## src/rtl/datapath_pkg.sv

```systemverilog
// datapath_pkg
// Shared definitions for the X/Y/Z register datapath and its control unit:
//   - transfer codes applied to every register (HOLD, LOAD, SHR, CLR)
//   - ALU operation select values (ULA_ADD, ULA_SUB)
//   - instruction opcodes used by the control unit
//   - state encoding of the sequential binary-to-BCD engine
//   - the double-dabble digit adjust helper
package datapath_pkg;

  // Per-register transfer codes, identical for X, Y and Z.
  localparam logic [1:0] HOLD = 2'b00;
  localparam logic [1:0] LOAD = 2'b01;
  localparam logic [1:0] SHR  = 2'b10;
  localparam logic [1:0] CLR  = 2'b11;

  // ALU select.
  localparam logic ULA_ADD = 1'b0;
  localparam logic ULA_SUB = 1'b1;

  // Instruction opcodes issued by the control unit.
  //   clrld : X load, Y/Z clear
  //   addld : X load, Y add
  //   add   : Y add
  //   div2  : Y shift right
  //   disp  : Z load, X/Y clear
  typedef enum logic [2:0] {
    OP_NOP   = 3'd0,
    OP_CLRLD = 3'd1,
    OP_ADDLD = 3'd2,
    OP_ADD   = 3'd3,
    OP_DIV2  = 3'd4,
    OP_DISP  = 3'd5
  } opcode_e;

  // Binary-to-BCD engine states.
  typedef enum logic {
    BCD_IDLE  = 1'b0,
    BCD_SHIFT = 1'b1
  } bcd_state_e;

  // Double-dabble correction: a digit of 5 or more would exceed 9 after the
  // following doubling, so pre-add 3 to carry it into the next digit.
  function automatic logic [3:0] dd_adjust(input logic [3:0] d);
    return (d >= 4'd5) ? (d + 4'd3) : d;
  endfunction

endpackage

```

## src/rtl/bin2bcd_seq.sv

```systemverilog
// bin2bcd_seq
// Sequential double-dabble converter: one add-3/shift iteration per clock,
// WIDTH iterations per conversion.
// Ports:
//   clk      in   clock, rising edge
//   rst_n    in   asynchronous active-low reset
//   start_i  in   capture bin_i and begin a conversion (aborts a running one)
//   bin_i    in   WIDTH-bit binary value to convert
//   bcd_o    out  4*DIGITS packed BCD of last completed conversion, digit 0 in [3:0]
//   valid_o  out  bcd_o corresponds to the most recently captured value
//   state_o  out  current FSM state (BCD_SHIFT while a conversion runs)
//
// Handshake: start_i is a single-cycle request sampled on every rising edge;
// there is no back-pressure, a new start always wins. valid_o is a level that
// drops on the start edge and rises on the edge that writes the new bcd_o; it
// then stays high until the next start or reset. bcd_o is never updated with a
// partial or aborted result.
module bin2bcd_seq
  import datapath_pkg::*;
#(
  parameter int WIDTH  = 8,
  parameter int DIGITS = 3
) (
  input  logic                  clk,
  input  logic                  rst_n,
  input  logic                  start_i,
  input  logic [WIDTH-1:0]      bin_i,
  output logic [4*DIGITS-1:0]   bcd_o,
  output logic                  valid_o,
  output bcd_state_e            state_o
);

  localparam int BW = 4 * DIGITS;
  localparam int SW = BW + WIDTH;          // {bcd digits, remaining binary bits}
  localparam int CW = $clog2(WIDTH + 1);

  bcd_state_e     state_q;
  logic [SW-1:0]  sh_q;
  logic [CW-1:0]  cnt_q;
  logic [BW-1:0]  bcd_q;
  logic           valid_q;

  logic [SW-1:0]  adj;
  logic [SW-1:0]  shifted;

  // One double-dabble iteration: correct every digit, then shift the whole
  // {digits, binary} register left by one.
  always_comb begin
    adj = sh_q;
    for (int i = 0; i < DIGITS; i++) begin
      adj[WIDTH + 4*i +: 4] = dd_adjust(sh_q[WIDTH + 4*i +: 4]);
    end
    shifted = adj << 1;
  end

  always_ff @(posedge clk or negedge rst_n) begin
    if (!rst_n) begin
      state_q <= BCD_IDLE;
      sh_q    <= '0;
      cnt_q   <= '0;
      bcd_q   <= '0;
      valid_q <= 1'b0;
    end else if (start_i) begin
      // Start or restart: the previous bcd_q stays visible but is flagged stale.
      state_q <= BCD_SHIFT;
      sh_q    <= {{BW{1'b0}}, bin_i};
      cnt_q   <= CW'(WIDTH);
      valid_q <= 1'b0;
    end else begin
      case (state_q)
        BCD_SHIFT: begin
          sh_q  <= shifted;
          cnt_q <= cnt_q - CW'(1);
          // Last iteration: publish the digits produced by this very shift.
          if (cnt_q == CW'(1)) begin
            bcd_q   <= shifted[SW-1 -: BW];
            valid_q <= 1'b1;
            state_q <= BCD_IDLE;
          end
        end
        default: begin
          state_q <= BCD_IDLE;
        end
      endcase
    end
  end

  assign bcd_o   = bcd_q;
  assign valid_o = valid_q;
  assign state_o = state_q;

endmodule

```

## src/rtl/datapath_xyz.sv

```systemverilog
// datapath_xyz
// Register-and-ALU datapath driven by per-register transfer codes from the
// control unit. X holds the operand, Y the accumulator, Z the display value;
// Z is converted to BCD by a sequential double-dabble engine.
// Ports:
//   clk, rst_n              clock (rising edge), asynchronous active-low reset
//   data_in   [WIDTH]       operand loaded into X
//   Tx, Ty, Tz [2]          transfer codes: 00 hold, 01 load, 10 shr, 11 clear
//   Tula                    ALU op: 0 = Y + X, 1 = Y - X
//   x_out, y_out, z_out     register contents
//   cout                    carry of last ALU load into Y (subtract: 1 = no borrow)
//   ovf                     sticky unsigned overflow/borrow, cleared by Ty = 11
//   zero                    registered Y == 0
//   bcd_out [4*DIGITS]      BCD of last completed Z conversion
//   bcd_valid               bcd_out matches current Z
//   bcd_busy                conversion in progress
// DIGITS must satisfy 10^DIGITS > 2^WIDTH - 1.
module datapath_xyz
  import datapath_pkg::*;
#(
  parameter int WIDTH  = 8,
  parameter int DIGITS = 3
) (
  input  logic                clk,
  input  logic                rst_n,
  input  logic [WIDTH-1:0]    data_in,
  input  logic [1:0]          Tx,
  input  logic [1:0]          Ty,
  input  logic [1:0]          Tz,
  input  logic                Tula,
  output logic [WIDTH-1:0]    x_out,
  output logic [WIDTH-1:0]    y_out,
  output logic [WIDTH-1:0]    z_out,
  output logic                cout,
  output logic                ovf,
  output logic                zero,
  output logic [4*DIGITS-1:0] bcd_out,
  output logic                bcd_valid,
  output logic                bcd_busy
);

  logic [WIDTH-1:0] x_q, x_d;
  logic [WIDTH-1:0] y_q, y_d;
  logic [WIDTH-1:0] z_q, z_d;
  logic             cout_q, cout_d;
  logic             ovf_q, ovf_d;
  logic             zero_q;

  // ALU works on WIDTH+1 bits; the extra bit is the add carry-out or, for
  // subtraction, the borrow (set when Y < X).
  logic [WIDTH:0]   alu_ext;
  logic             alu_cb;
  logic             alu_cout;

  always_comb begin
    if (Tula == ULA_SUB) begin
      alu_ext = {1'b0, y_q} - {1'b0, x_q};
    end else begin
      alu_ext = {1'b0, y_q} + {1'b0, x_q};
    end
    alu_cb   = alu_ext[WIDTH];
    // Subtract reports carry as "no borrow".
    alu_cout = (Tula == ULA_SUB) ? ~alu_cb : alu_cb;
  end

  // Next-state selection; every source reads pre-edge register values.
  always_comb begin
    x_d    = x_q;
    y_d    = y_q;
    z_d    = z_q;
    cout_d = cout_q;
    ovf_d  = ovf_q;

    case (Tx)
      LOAD:    x_d = data_in;
      SHR:     x_d = x_q >> 1;
      CLR:     x_d = '0;
      default: x_d = x_q;
    endcase

    case (Ty)
      LOAD: begin
        y_d    = alu_ext[WIDTH-1:0];
        cout_d = alu_cout;
        ovf_d  = ovf_q | alu_cb;
      end
      SHR: begin
        y_d    = y_q >> 1;
        cout_d = 1'b0;
      end
      CLR: begin
        y_d    = '0;
        cout_d = 1'b0;
        ovf_d  = 1'b0;
      end
      default: begin
        y_d = y_q;
      end
    endcase

    case (Tz)
      LOAD:    z_d = y_q;
      SHR:     z_d = z_q >> 1;
      CLR:     z_d = '0;
      default: z_d = z_q;
    endcase
  end

  always_ff @(posedge clk or negedge rst_n) begin
    if (!rst_n) begin
      x_q    <= '0;
      y_q    <= '0;
      z_q    <= '0;
      cout_q <= 1'b0;
      ovf_q  <= 1'b0;
      zero_q <= 1'b1;
    end else begin
      x_q    <= x_d;
      y_q    <= y_d;
      z_q    <= z_d;
      cout_q <= cout_d;
      ovf_q  <= ovf_d;
      zero_q <= (y_d == '0);
    end
  end

  // Any Z transfer other than hold changes (or may change) Z, so the engine
  // restarts on the value Z takes at this same edge.
  bcd_state_e bcd_state;

  bin2bcd_seq #(
    .WIDTH  (WIDTH),
    .DIGITS (DIGITS)
  ) u_bin2bcd (
    .clk     (clk),
    .rst_n   (rst_n),
    .start_i (Tz != HOLD),
    .bin_i   (z_d),
    .bcd_o   (bcd_out),
    .valid_o (bcd_valid),
    .state_o (bcd_state)
  );

  assign bcd_busy = (bcd_state == BCD_SHIFT);

  assign x_out = x_q;
  assign y_out = y_q;
  assign z_out = z_q;
  assign cout  = cout_q;
  assign ovf   = ovf_q;
  assign zero  = zero_q;

endmodule

```

## config.mk

```make
export PLATFORM = sky130hd
export DESIGN_NAME = datapath_xyz
export DESIGN_NICKNAME = d
export VERILOG_FILES = /design/src/rtl/datapath_pkg.sv /design/src/rtl/bin2bcd_seq.sv /design/src/rtl/datapath_xyz.sv
export SDC_FILE = /design/constraint.sdc
export NUM_CORES = 1
export LEC_CHECK = 0
export ABC_AREA = 1
export BUFFER_PORTS_ARGS = -buffer_cell sky130_fd_sc_hd__buf_2
export CAP_MARGIN = 20
export CORE_MARGIN = 4
export CORE_UTILIZATION = 60
export CTS_CLUSTER_DIAMETER = 50
export CTS_CLUSTER_SIZE = 8
export DETAILED_ROUTE_END_ITERATION = 8
export PLACE_DENSITY = 0.84
export SETUP_SLACK_MARGIN = 0.15
export SYNTH_ARGS = -nofsm -noshare
export SYNTH_HDL_FRONTEND = slang
export SYNTH_SLANG_ARGS = --single-unit
```

## constraint.sdc

```tcl
create_clock -name clk -period 4.6 [get_ports clk]
set_input_delay 0.92 -clock clk [delete_from_list [all_inputs] [get_ports clk]]
set_output_delay 0.92 -clock clk [all_outputs]
set_load 0.01 [all_outputs]
```

==> results.py <==
metrics = {
    "finish": {
        "diodes": 0,
        "layout_common_cells": "113 x nand2_1, 86 x inv_1, 64 x dfrtp_1",
        "final_area_um2": 4160,
        "final_layout_size_suffix_gt1_share_pct": 19.2,
        "fin_nets": 550,
        "area_delta_synth_final_pct": 15.1,
        "mostFrequentLayoutCell": "nand2_1",
        "layout.cells.non_filler": 595,
        "final_util_pct": 70.7,
    },
    "timing": {
        "tns_ns": 0,
        "rsz0062_at_grt": "false",
        "max-slew-margin-rel_pct": 57.0,
        "fin_hold_ws_ns": 0.479,
        "worst_pin_slew_ns": 0.645,
        "slew_violations": 0,
        "fmax_ghz": 0.395,
        "post-route-min-period_ns": 2.53,
        "hold_viol": 0,
        "period_share_pct": 55.0,
        "setup_slack_ns": 2.07,
        "fin_skew_ns": 0.0113,
        "setup_violations": 0,
    },
    "floorplan": {
        "ios": 58,
        "die_x_um": 85.6,
        "die_h_um": 85.6,
        "fp-row-count": 28,
        "core_um2": 5890,
        "start_util_pct": 61.5,
        "design.die.area_um2": 7340,
    },
    "flow_run": {
        "cap_violations": 0,
    },
    "drt": {
        "first_pass_iters": 5,
        "antenna_left": 0,
        "wl_per_cell_um": 13.9,
        "drc": 0,
        "wirelength_um": 8300,
        "viasPerCell": 5.35,
        "num_vias": 3186,
        "dr.first_iter.drc_count": 134,
    },
    "yosys": {
        "yosysWarnings": 0,
        "avgSynthCellArea_um2": 8.02,
        "synth-seq-area-share_pct": 45.0,
        "synthCells": 451,
        "ys_ff_latch": 65,
        "synthTopCellsByArea": "dfrtp_1 44%, nand2_1 12%, inv_1 8.9%, ha_1 5.9%, nand3_1 4.2%",
        "netlist_area_um2": 3620,
        "ys_types": 33,
        "synth_top_area_share_pct": 44.3,
        "synth_top_cell_by_area": "dfrtp_1",
        "async_reset_ff_share_pct": 100,
        "synth_edf_count": 0,
        "synth.net_count": 486,
        "synth_flop_cell": "dfrtp_1",
    },
    "grt": {
        "gr-usage-met3_pct": 5.67,
        "grt.busiest_layer": "met2",
        "grt_pass1_vias": 3248,
        "grt_pass1_wl_um": 14200,
        "grt_antenna_before_repair": 0,
        "grt.met1_usage_pct": 27.8,
        "grt_overflow": 0,
        "track_usage_pct": 24.5,
        "grt_use_met2_pct": 43.2,
        "grt_max_degree": 38,
    },
    "cts": {
        "clk_latency_ns": 0.35,
        "path_clk_slew_ns": 0.08,
        "cts_buffers": 9,
        "hold_buffers": 0,
        "cts_setup_buffers": 0,
        "clockBufferDepth": 2,
        "cts_tree": "yes",
        "htreeDepth": 3,
        "ctsRootBufferMaster": "clkbuf_8",
        "cts-resized-gates": 0,
        "clock-sinks": 65,
    },
    "placed_design": {
        "gp_congestion": 0.857,
        "dpl_worst_slack_ns": 1.77,
        "portBuffers": 57,
        "place_inst": 579,
        "placed_cell_area_um2": 3970,
        "dp_hpwl_um": 6300,
    },
    "critical_path": {
        "arrival_ns": 2.80,
        "crit_slowest_cell": "dfrtp_1",
        "critPathMaxFanout": 6,
        "crit_start": "x_out[1]",
        "start_kind": "register",
        "crit_path_max_incr_delay_ns": 0.39,
        "regToRegStartpoint": "x_out[1]",
        "crit_path_end_kind": "register",
        "critical_path_class": "register to register",
        "cp_common_cell": "nand2_1",
        "path_cells": "inv_1 -> ha_1 -> nand3_1 -> nor3_1 -> or2_2 -> xor2_1 -> inv_1 -> ha_1 -> nand2_1 -> nor2_1 -> nand2_1 -> nand3_1 -> nand2_1 -> o22ai_1 -> nor2_1",
        "cp_data_required_time_ns": 4.87,
    },
    "pwr": {
        "finalPower_mw": 1.80,
        "power_density_nw_per_um2": 433,
        "leakage_nw": 2.20,
        "vdd_drop_max_v": 0.000267,
    },
    "min_path": {
        "hold_path.class": "register to register",
        "min-delay-start": "u_bin2bcd.bcd_o[6]",
    },
    "outcome": {
        "status": "finished clean",
    },
}
[critical path: cells and delay by family, from the launching register on]
| kind | cells | cell delay (ns) |
|---|---|---|
| AO/OA/AOI/OAI | 1 | 0.17 |
| XOR/XNOR | 1 | 0.16 |
| adder cells (fa/ha/maj) | 2 | 0.58 |
| buffers and inverters | 2 | 0.22 |
| flip-flops | 1 | 0.39 |
| AND/OR/NAND/NOR | 9 | 0.95 |
[sequential cells by signal (all words and copies together) (netlist names)]
| name | flops |
|---|---|
| u_bin2bcd.sh_q | 20 |
| z_out | 8 |
| u_bin2bcd.cnt_q | 4 |
| u_bin2bcd.valid_o | 1 |
| zero | 1 |
| u_bin2bcd.bcd_o | 12 |
| y_out | 8 |
| x_out | 8 |
| cout | 1 |
| u_bin2bcd.state_o | 1 |
| ovf | 1 |
[where the power goes]
| part | switching [mW] | total (mW) | leakage [nW] | internal (mW) |
|---|---|---|---|---|
| Clock | 0.238 | 0.489 | 0.0847 | 0.251 |
| Sequential | 0.0691 | 0.721 | 0.861 | 0.652 |
| Combinational | 0.366 | 0.591 | 1.25 | 0.226 |
| Total | 0.673 | 1.80 | 2.20 | 1.13 |
[kinds of logic after synthesis]
family	after synthesis	synth area share, %
fa+ha+maj	18	6.43
simple gates	180	21.9
buf+inv	97	10.7
compound gates	82	13.8
xor+xnor	9	2.18
flops	65	45.0
[Yosys cell counts (all sizes together), types with 2 or more instances]
cell and count:
nand2 115, inv 92, dfrtp 64, o21ai 41
nand3 31, nor2 22, ha 17, a21oi 12
o22ai 12, o211ai 9, xor2 9, or2 6
buf 5, nand4 3, o221ai 3, nor3 2
[per-layer routing]
| layer | vias to the layer above | part of all wire (%) |
|---|---|---|
| met5 | - | 0 |
| met4 | 0 | 2.3 |
| met3 | 21 | 3.9 |
| met2 | 81 | 53 |
| met1 | 1514 | 41 |
| li1 | 1570 | - |
[final timing paths]
kind | depth (start not counted) | to | slack [ns]
max | 15 | zero | 2.07
min | 2 | u_bin2bcd.bcd_o[6] | 0.48
max reg2reg | 15 | zero | 2.07
min reg2reg | 2 | u_bin2bcd.bcd_o[6] | 0.48
max in group asynchronous | 2 | zero | 3.06
min in group asynchronous | 1 | u_bin2bcd.sh_q[15] | 0.59
[layout make-up]
| type | count | area, um^2 |
|---|---|---|
| multi-input combinational | 289 | 1600 |
| clock buffer | 10 | 128 |
| inverter | 92 | 348 |
| tap | 75 | 93.8 |
| clock inverter | 6 | 68.8 |
| timing repair buffer | 58 | 293 |
| sequential | 65 | 1630 |
| fill | 470 | 1720 |
No activity file was read; power rests on OpenSTA's default activity.
